File: config.mk
export PLATFORM = sky130hd
export DESIGN_NAME = uart_tx_scheduler
export DESIGN_NICKNAME = d
export VERILOG_FILES = /design/src/rtl/uart_tx_scheduler.sv
export SDC_FILE = /design/constraint.sdc
export NUM_CORES = 1
export LEC_CHECK = 0
export CAP_MARGIN = 10
export CORE_UTILIZATION = 34
export CTS_BUF_LIST = sky130_fd_sc_hd__clkbuf_8 sky130_fd_sc_hd__clkbuf_16
export CTS_CLUSTER_DIAMETER = 200
export DETAILED_ROUTE_END_ITERATION = 7
export PLACE_DENSITY = 0.67
export SYNTH_ARGS = -nofsm -noshare
export SYNTH_HDL_FRONTEND = slang
export SYNTH_SLANG_ARGS = --single-unit
File: constraint.sdc
create_clock -name clk_i -period 1.79 [get_ports clk_i]
set_input_delay 0.179 -clock clk_i [delete_from_list [all_inputs] [get_ports clk_i]]
set_output_delay 0.179 -clock clk_i [all_outputs]
set_load 0.03 [all_outputs]
File: src/rtl/uart_tx_scheduler.sv
// Round-robin scheduler that shares one uart_transmitter between NUM_REQ byte
// producers and spaces loads so each frame and its stop gap finish first.
module uart_tx_scheduler #(
  parameter int NUM_REQ      = 4,
  parameter int IDX_W        = 2,
  parameter int FRAME_CYCLES = 10
) (
  input  logic                 clk_i,
  input  logic                 rst_i,
  input  logic                 en_i,
  input  logic [NUM_REQ-1:0]   req_i,
  input  logic [8*NUM_REQ-1:0] req_data_i,
  output logic [NUM_REQ-1:0]   ack_o,
  output logic [7:0]           tx_data_o,
  output logic                 tx_load_o,
  output logic                 busy_o,
  output logic [IDX_W-1:0]     owner_o
);

  localparam int CNT_W = $clog2(FRAME_CYCLES);

  typedef enum logic [1:0] {
    IDLE = 2'd0,
    LOAD = 2'd1,
    WAIT = 2'd2
  } state_e;

  state_e             state_q;
  logic [CNT_W-1:0]   cnt_q;
  logic [IDX_W-1:0]   last_q;
  logic [IDX_W-1:0]   owner_q;
  logic [7:0]         tx_data_q;
  logic [NUM_REQ-1:0] ack_q;
  logic               tx_load_q;
  logic               busy_q;

  logic [IDX_W-1:0]   win_d;
  logic [NUM_REQ-1:0] grant_oh_d;
  logic               found_d;

  // Search starts one past the previous winner, so the last owner ranks lowest.
  // NOTE: every always_comb output gets a default first so no latch is inferred.
  always_comb begin
    win_d   = last_q;
    found_d = 1'b0;
    for (int i = 1; i <= NUM_REQ; i++) begin
      if (!found_d && req_i[(int'(last_q) + i) % NUM_REQ]) begin
        found_d = 1'b1;
        win_d   = IDX_W'((int'(last_q) + i) % NUM_REQ);
      end
    end
    grant_oh_d = NUM_REQ'(1) << win_d;
  end

  // NOTE: state uses non-blocking assignments only; ack/tx_load default low so
  // they are single-cycle pulses emitted while the FSM sits in LOAD.
  always_ff @(posedge clk_i) begin
    if (rst_i) begin
      state_q   <= IDLE;
      cnt_q     <= '0;
      last_q    <= IDX_W'(NUM_REQ - 1);
      owner_q   <= '0;
      tx_data_q <= 8'h00;
      ack_q     <= '0;
      tx_load_q <= 1'b0;
      busy_q    <= 1'b0;
    end else begin
      ack_q     <= '0;
      tx_load_q <= 1'b0;
      case (state_q)
        IDLE: begin
          if (en_i && found_d) begin
            tx_data_q <= req_data_i[8*win_d +: 8];
            owner_q   <= win_d;
            last_q    <= win_d;
            ack_q     <= grant_oh_d;
            tx_load_q <= 1'b1;
            busy_q    <= 1'b1;
            state_q   <= LOAD;
          end
        end
        LOAD: begin
          cnt_q   <= CNT_W'(FRAME_CYCLES - 1);
          state_q <= WAIT;
        end
        WAIT: begin
          if (cnt_q == CNT_W'(1)) begin
            busy_q  <= 1'b0;
            state_q <= IDLE;
          end else begin
            cnt_q <= cnt_q - 1'b1;
          end
        end
        default: begin
          busy_q  <= 1'b0;
          state_q <= IDLE;
        end
      endcase
    end
  end

  assign ack_o     = ack_q;
  assign tx_data_o = tx_data_q;
  assign tx_load_o = tx_load_q;
  assign busy_o    = busy_q;
  assign owner_o   = owner_q;

endmodule

Word-level counts from Yosys, hierarchy flattened
Cells that the tools add are included.

storage, ports and cells
  flip-flop bits (word level) = 24
  bits of input ports = 39
  output and inout port bits = 16
  word-level logic and storage cells = 80

operators by class
  add/sub/neg operators = 5
  magnitude comparators = 4
  eq/ne operators = 6
  shift-type cells = 2
  multiplexer cells = 29
  bitwise gates (word level) = 7
  reduce and logical (&&, ||, !) cells = 19

operators by type and width
  kind                   count
  $shiftx A32 B6 Y8      1
  $lt A3 B4 Y1 const B   4
  $mux W1                15
  $mux W2                6
  $reduce_or A2 Y1       5
  $bmux W1 S2            4
  $pmux W4 S2            1
  $ne A2 B2 Y1 const B   3
  $pmux W2 S3            1
  $reduce_and A2 Y1      3
  $add A2 B1 Y2 const B  2
  $add A2 B2 Y2 const B  2
  $and A1 B1 Y1 const A  4
  $eq A4 B1 Y1 const B   1
  $logic_and A1 B1 Y1    4
  $mux W4                1
  $shl A1 B2 Y4 const A  1
  $sub A4 B1 Y4 const B  1
  $logic_not A1 Y1       3
  $not A1 Y1             3
  $pmux W1 S3            1
  $reduce_and A3 Y1      1
  $reduce_or A3 Y1       1
  $eq A2 B1 Y1 const B   1
  3 further kinds        3

Logic depth before layout (Yosys ltp)
Gate-level depths: netlist of the first run.

  depth in word-level cells = 19
  depth in mapped cells = 7

Least setup slack after synthesis of the first run
No wires, ideal clock.

  kind = reg2reg
  start = register last_q[0]
  end = register tx_data_q[3] (netlist: tx_data_o[3])
  setup time = 0.128 ns
  data arrival time = 1.467 ns
  required time = 1.662 ns
  setup slack = 0.195 ns
  cell stages (with the launch flop) = 7
  path buffers = 1
  clock period less this slack = 1.595 ns
  cell sequence = dfxtp_1 nand2b_1 o21ai_1 a221oi_2 buf_2 mux2i_1 o221ai_2

between the ends
  cells in the longest elaborated chain, start to end = 16
  elaborated cells between the ends (all ways) = 33
  those cells by class = 4 x add/sub; 1 x shift; 20 x mux; 8 x reduce/logical

ends and longest elaborated chain
  what                                                    line  RTL
  start, declared                                         30    logic [IDX_W-1:0] last_q;
  start signal, assigned                                  61    last_q <= IDX_W'(NUM_REQ - 1);
  start signal, assigned                                  75    last_q <= win_d;
  branches (longest 16 deep; another with $add A2 B1 Y2)  n/a
  end signal, assigned                                    73    tx_data_q <= req_data_i[8*win_d +: 8];
  end, declared                                           32    logic [7:0] tx_data_q;

Parallel ways; which one is timed is not known. The select of a mux whose other input is x is not followed.
A chain may end at the register's enable or synchronous reset.

Worst setup path in the final report of the first run
  start = input req_i[0]
  end = register tx_data_q[3] (netlist: tx_data_o[3])

between the ends
  cells in the longest elaborated chain, start to end = 15
  elaborated cells between the ends (all ways) = 29
  those cells by class = 1 x shift; 20 x mux; 8 x reduce/logical

ends and longest elaborated chain
  what                                                  line  RTL
  start, declared                                       11    input logic [NUM_REQ-1:0] req_i,
  branches (longest 15 deep; another with $bmux W1 S2)  n/a

Parallel ways; which one is timed is not known. The select of a mux whose other input is x is not followed.

==> metrics, run 1 <==
GRT Total Usage=0.176; chip height=62.1 um; Net Sw Frac=0.300; share of post-route cells with drive strength above 1=0.228; via-per-instance ratio=4.90; Hold Path Class=reg2reg; Max Fclk=579 MHz; Nets=231; final wirelength=3.36 mm; CTS buffer count=3; dpl hpwl=2.53 mm; crit path cell chain=clkdlybuf4s50_1 -> or4_1 -> and3_4 -> nand2b_2 -> or3_4 -> buf_12 -> o221ai_2; sequential share of power=0.392; ranking of synthesized cells by area=dfxtp_1 (39%), mux2i_1 (15%), o221ai_2 (9.8%); reported max-cap violation count=0; pin count of the biggest net entering global routing=18; area delta synth->final=68.8%; n_diodes=0; Hold Vio Cnt, Final=0; Synth async-reset ratio=0; P_leak=0.822 nW; sequential area share after synthesis=0.391; number of synthesis warnings=0; grt ovf=0; Mapped Cells=123; Worst Setup Start Kind=input pin; Hold WS=514 ps; WS Path Type=in2reg; Avg Cell Area, Syn=10.0 um2; mapped cell area=0.00123 mm2; Yosys top cell area share=0.391; Int Pwr=0.00111 W; first-pass GRT wire length=5.39 mm; Pre-Repair DR Iteration Count=4; commonest non-fill, non-tap cells in the layout=clkdlybuf4s50_1 (53), dfxtp_1 (23), nor2_1 (13), mux2i_1 (10), buf_4 (10); routability congestion estimate=0.756; Die X=62.1 um; CP Buf/Inv Count=2; clock latency on the worst-skew pair=260 ps; Clock power frac=0.229; Fin Clk Skew=6.12 ps; CP max FO=10; Comb pwr share=0.378; crit-path max cell delay=530 ps; Seq. cell area=482 um2; # hold bufs at CTS=0; I/O pin count=55; vias in the first global route=1146; TritonCTS clock tree=yes; CTS root buffer=clkbuf_8; CP endpoint kind=register; Top FF cell, synth=dfxtp_1; fin crit share=0.964; area of the multi-input gates=737 um2; Peak VDD IR=0.548 mV; Antenna Nets Post-Route=0; H-tree depth=1; Mapped Nets=164; clock transition at the registers of the reported paths=80 ps; I/O Buffers=54; Post-synth EDFFs=0; Die Area=0.00386 mm2; CORE AREA=0.00339 mm2; Row Count=21; Crit path required time=1930 ps; Max-slew headroom=0.681; drt drc=0; critical path's top delay family=simple AND/OR/NAND/NOR gates; Design Power=0.00159 W; PD cells=767 mW/mm2; most common cell after layout, fill and taps aside=clkdlybuf4s50_1; routed len/inst=14.3 um; Via Count=1151; Crit path arrival time=1870 ps; worst-margin pin slew=478 ps; CP max-delay cell=or4_1; number of fillers in the final layout=260; Final Max Slew Viols=0; sw power=0.000477 W; status=finished, final reports clean; initial core utilization=0.363; Final Critical Period=1730 ps; initial antenna violation count=0; flops & latches, synth=24; Yosys top cell by area=dfxtp_1; Clock Tree Buf Depth=2; drt initial violations=29; CTS Sinks=24; Unique masters post-synth=31; final setup fails=0
per-stage QoR:
step                       util  TNS, ps  instances  area (um2)  setup slack (ps)
after floorplan               -        0        123        1230               195
after global placement    0.566    -2800        228        1920              -212
after detailed placement  0.566    -3380        228        1920              -259
after CTS                 0.594        0        232        2010              31.8
after global routing      0.612    -5.78        235        2080             -4.82
final                     0.612        0        235        2080              63.6
synth_stat cells, types with 2 or more instances:
cell type  number
nand2b_1        5
dfxtp_1        24
or3_1           2
o221ai_2        8
clkbuf_1        2
nand3b_1        8
inv_1           8
mux2i_1        18
a211oi_1        2
or4_1           2
nand2_1         3
nor2_1         13
a21oi_1         7
ha_1            2
buf_2           2
buf_6           2
cell families after synthesis:
kind of cell | after synthesis | synth area share
compound gates | 24 | 0.189
xor+xnor | 2 | 0.0142
fa+ha+maj | 2 | 0.0203
buf+inv | 15 | 0.0631
flops | 24 | 0.391
mux | 19 | 0.156
simple gates | 37 | 0.167
final cells by class:
| class | instances | area share |
|---|---|---|
| repair buffers | 69 | 0.344 |
| inverters | 8 | 0.0145 |
| clock buffers | 4 | 0.0265 |
| multi-input cells | 84 | 0.355 |
| flip-flops and latches | 24 | 0.232 |
| well taps | 46 | 0.0277 |
routing by layer:
layer / part of all wire / global-route usage
met1: 0.43 / 0.202
met2: 0.52 / 0.324
met3: 0.039 / 0.0460
met4: 0.012 / 0.0378
met5: 0 / 0
worst reg2reg max path: cells and delay by family, from the launching register on:
kind | cells | cell delay (ps)
buffers and inverters | 2 | 320
DFF | 1 | 380
muxes | 1 | 270
AOI/OAI and AO/OA | 3 | 500
and+or+nand+nor | 1 | 140
repair_timing:
item / in CTS / in global routing
endpoints found under the setup margin: 3 / 9
resized for setup: 9 / 7
buffers inserted: 0 / 2
cloned: 0 / 1
pin swaps: 0 / 1
power groups by stage:
stage	logic [W]	clock network (W)	registers, W
floorplan	0.000225	0	0.000697
detailed placement	0.000538	0	0.000636
finish	0.000602	0.000365	0.000625
global route	0.000640	0.000386	0.000632
CTS	0.000564	0.000367	0.000625
global placement	0.000529	0	0.000635
path summary, 6_finish.rpt:
path                                  from            to  slack (ps)  cells after the start
worst max register to register   last_q[0]  tx_data_o[4]          70                      7
worst max-delay path              req_i[0]  tx_data_o[3]          60                      7
worst min-delay path            owner_o[1]    owner_o[1]         510                      2
worst min register to register  owner_o[1]    owner_o[1]         510                      2
sequential cells by signal (all words and copies together), names as in the netlist:
signal     count
ack_o          4
busy_o         1
cnt_q          4
last_q         2
owner_o        2
state_q        2
tx_data_o      8
tx_load_o      1
Note: power is estimated with default switching activity, not from simulation.
==> run 2: changes to the inputs <==
Settings changed: PLACE_DENSITY 0.67 to 0.7.
Clock period 1.79 ns to 1.5 ns, I/O delays scaled along.
==> metrics, run 2 (same netlist as run 1, synthesis figures left out) <==
status=complete, but fails checks; failing checks=setup timing; CTS Sinks=24; Antenna Nets Post-Route=0; commonest non-fill, non-tap cells in the layout=clkdlybuf4s50_1 (50), dfxtp_1 (22), buf_4 (13), nor2_1 (12); Critical R2R Capture=tx_data_o[0]; final wirelength=3.58 mm; critical path's top delay family=buffers and inverters; Row Count=21; most common cell after layout, fill and taps aside=clkdlybuf4s50_1; reg2reg start=last_q[0]; fin crit share=1.09; drt initial violations=23; Fin Clk Skew=3.05 ps; crit-path max cell delay=330 ps; reported max-cap violation count=0; first-pass GRT wire length=5.58 mm; area delta synth->final=81.6%; Final Critical Period=1630 ps; pin count of the biggest net entering global routing=21; initial core utilization=0.363; Die Area=0.00386 mm2; Final TNS setup=-901 ps; WHS Endpoint=owner_o[1]; vias in the first global route=1211; Die X=62.1 um; Hold Path Class=reg2reg; Final Util=0.659; Inst Count DP=231; worst-margin pin slew=352 ps; Peak VDD IR=0.540 mV; GRT Total Usage=0.183; dpl ws=-557 ps; I/O Buffers=54; final setup fails=9; CP max FO=5; chip height=62.1 um; Max-slew headroom=0.765; via-per-instance ratio=4.87; CTS buffer count=3; Hold WS=501 ps; grt ovf=0; CTS root buffer=clkbuf_8; # hold bufs at CTS=0; CP max-delay cell=dfxtp_2; Worst Setup Start Kind=register; Crit path required time=1650 ps; worst-case reg-to-reg path depth=7; Non-Filler Instances=241; share of post-route cells with drive strength above 1=0.313; WS Path Type=reg2reg; clock transition at the registers of the reported paths=80 ps; CP endpoint kind=register; drt drc=0; routed len/inst=14.9 um; Clock Tree Buf Depth=2; crit path cell chain=buf_4 -> buf_4 -> a221oi_4 -> buf_4 -> clkbuf_16 -> mux2i_1 -> o221ai_2; setup slack after layout=-131 ps; dpl hpwl=2.57 mm; CORE AREA=0.00339 mm2; clock latency on the worst-skew pair=260 ps; PD cells=898 mW/mm2; routability congestion estimate=0.695; CP Buf/Inv Count=4; n_diodes=0; R2R Setup Slk=-130 ps; I/O pin count=55; initial antenna violation count=0; Final Max Slew Viols=0; crit-path most repeated cell=buf_4; Pre-Repair DR Iteration Count=4; Max Fclk=613 MHz; max reg flops=8; Hold Vio Cnt, Final=0; Nets=237; P_leak=0.861 nW; hold path start=owner_o[1]; Via Count=1174; Worst Hold Path Cells=2; Crit path arrival time=1780 ps; TritonCTS clock tree=yes; unrepaired setup endpoints after global routing=yes; H-tree depth=1
## run 2: how the worst max path moves through the flow
stage	to	slack, ps	cells past startpoint	start
after floorplan	tx_data_o[0]	-20	6	last_q[0]
after global placement	tx_data_o[6]	-490	7	req_i[1]
after detailed placement	tx_data_o[5]	-560	7	req_i[1]
after CTS	tx_data_o[5]	-110	6	last_q[0]
after global routing	tx_data_o[0]	-210	7	last_q[0]
final	tx_data_o[0]	-130	7	last_q[0]
## run 2: metal layers
metal  vias to the layer above  track usage  part of all wire
met5                         -            0                 0
met4                         0       0.0640             0.011
met3                         4       0.0404             0.029
met2                        20        0.341              0.55
met1                       558        0.203              0.41
li1                        592            -                 -
## run 2: timing repair
action | CTS | global route
setup buffers | 1 | 2
cloned | 1 | 3
pin swaps | 0 | 5
setup endpoints to repair | 19 | 16
resized for setup | 16 | 23
## run 2: where the power goes
part	internal, W	switching (W)	leakage (nW)	total [W]
Combinational	0.000467	0.000371	0.635	0.000838
Sequential	0.000700	0.0000379	0.197	0.000738
Clock	0.000234	0.000195	0.0288	0.000429
## run 2: cell type report
cell class	instances	area, um2
clock buffers	4	55.1
fillers	241	1160
inverters	8	30.0
multi-input cells	85	851
flip-flops and latches	24	483
well taps	46	57.6
repair buffers	74	757
## run 2: per-stage QoR
step / cell area [um2] / total power (W)
after floorplan: 1240 / 0.00111
after global placement: 1950 / 0.00140
after detailed placement: 1950 / 0.00142
after CTS: 2040 / 0.00186
after global routing: 2230 / 0.00211
final: 2230 / 0.00201
## run 2: worst min-delay path, stage by stage, from the launching register on
cell and delay [ps]:
dfxtp_1 330, mux2i_1 60, nor2_1 80
==> run 3: changes to the inputs <==
Clock period 1.5 ns to 1.32 ns, I/O delays scaled along.
==> metrics, run 3 (same netlist as run 1, synthesis figures left out) <==
routability congestion estimate=0.758; setup slack after layout=-362 ps; CP endpoint kind=register; Max-slew headroom=0.772; Hold Vio Cnt, Final=0; Hold Path Class=reg2reg; Final Max Slew Viols=0; max reg flops=8; Pre-Repair DR Iteration Count=4; commonest non-fill, non-tap cells in the layout=clkdlybuf4s50_1 (34), dfxtp_1 (21), dlygate4sd2_1 (18), buf_4 (18), nor2_1 (9); Comb pwr share=0.443; dpl hpwl=2.65 mm; reported max-cap violation count=0; CTS root buffer=clkbuf_8; Clock Tree Buf Depth=2; drt initial violations=36; routed len/inst=15.9 um; sw power=0.000728 W; pin count of the biggest net entering global routing=13; sequential share of power=0.371; n_diodes=0; Peak VDD IR=0.463 mV; clock latency on the worst-skew pair=270 ps; Net Sw Frac=0.319; Max Fclk=595 MHz; number of fillers in the final layout=246; P_leak=0.974 nW; drt drc=0; Crit path required time=1510 ps; CORE AREA=0.00339 mm2; area delta synth->final=89.5%; H-tree depth=1; share of post-route cells with drive strength above 1=0.393; most common cell after layout, fill and taps aside=clkdlybuf4s50_1; Clock power frac=0.186; first-pass GRT wire length=6.53 mm; CTS buffer count=3; unrepaired setup endpoints after global routing=yes; chip height=62.1 um; final setup fails=18; failing checks=setup timing; I/O pin count=55; Fin Clk Skew=2.72 ps; Inst Count DP=235; Die Area=0.00386 mm2; via-per-instance ratio=4.93; TritonCTS clock tree=yes; GRT Total Usage=0.226; Int Pwr=0.00156 W; clock transition at the registers of the reported paths=80 ps; Hold WS=504 ps; Final TNS setup=-3980 ps; initial core utilization=0.363; Antenna Nets Post-Route=0; Worst Setup Start Kind=register; Final Critical Period=1680 ps; R2R Setup Slk=-360 ps; final wirelength=3.93 mm; fin crit share=1.27; grt ovf=0; PD cells=980 mW/mm2; CP max FO=10; Nets=244; I/O Buffers=54; Crit path arrival time=1870 ps; Non-Filler Instances=247; vias in the first global route=1316; Row Count=21; initial antenna violation count=0; Via Count=1217; worst-margin pin slew=343 ps; CTS Sinks=24; status=complete, but fails checks; WS Path Type=reg2reg; Die X=62.1 um
-- run 3: cell count changes in the layout (fill, tap and decap cells not counted), moves of 2 or more --
cell	change
a21oi_1	-3
a21oi_2	+3
buf_16	+2
buf_4	+5
buf_6	+3
clkbuf_16	-2
clkdlybuf4s50_1	-16
dlygate4sd2_1	+14
nor2_1	-3
nor2_2	+3
-- run 3: timing repair --
action	4_1_cts	5_1_grt
gates cloned	2	0
setup endpoints to repair	39	23
pin swaps	8	8
hold buffers	0	0
setup buffers	6	1
gates resized for setup	49	26
-- run 3: path summary, 6_finish.rpt --
kind | depth (start not counted) | start | to
worst max register to register | 7 | last_q[0] | tx_data_o[7]
worst min-delay path | 2 | owner_o[1] | owner_o[1]
worst max-delay path | 7 | last_q[0] | tx_data_o[7]
worst min register to register | 2 | owner_o[1] | owner_o[1]
-- run 3: worst max-delay path, cell delays in order, from the launching register on --
cell,delay (ps)
dfxtp_2,350
nand2b_4,140
o21a_1,170
buf_4,120
mux2i_1,80
or3_4,400
buf_12,160
o221ai_2,190
-- run 3: power by group through the flow --
stage,clock [W],sequential [W],combinational (W)
CTS,0.000448,0.000845,0.000904
global placement,0,0.000856,0.000754
detailed placement,0,0.000858,0.000769
finish,0.000424,0.000847,0.00101
global route,0.000486,0.000857,0.00107
floorplan,0,0.000949,0.000316
-- run 3: layout make-up --
type / instances / area (um2) / area share
clock buffer: 3 / 41.3 / 0.0177
timing repair buffer: 82 / 811 / 0.348
tap: 46 / 57.6 / 0.0247
inverter: 8 / 30.0 / 0.0129
multi-input combinational: 84 / 907 / 0.389
sequential: 24 / 484 / 0.208
-- run 3: stage by stage --
stage / instance area [um2] / total power (W) / setup slack [ps] / utilization
final: 2330 / 0.00228 / -362 / 0.688
after global routing: 2330 / 0.00241 / -451 / 0.688
after CTS: 2200 / 0.00220 / -332 / 0.649
after detailed placement: 1980 / 0.00163 / -655 / 0.585
after global placement: 1980 / 0.00161 / -613 / 0.585
after floorplan: 1260 / 0.00126 / -205 / -
-- run 3: per-layer routing --
metal,part of all wire,GRT usage,vias to the layer above,wire (um)
li1,-,-,601,-
met1,0.40,0.232,574,1580
met2,0.53,0.420,32,2090
met3,0.026,0.0441,10,104
met4,0.038,0.134,0,150
met5,0,0,-,0
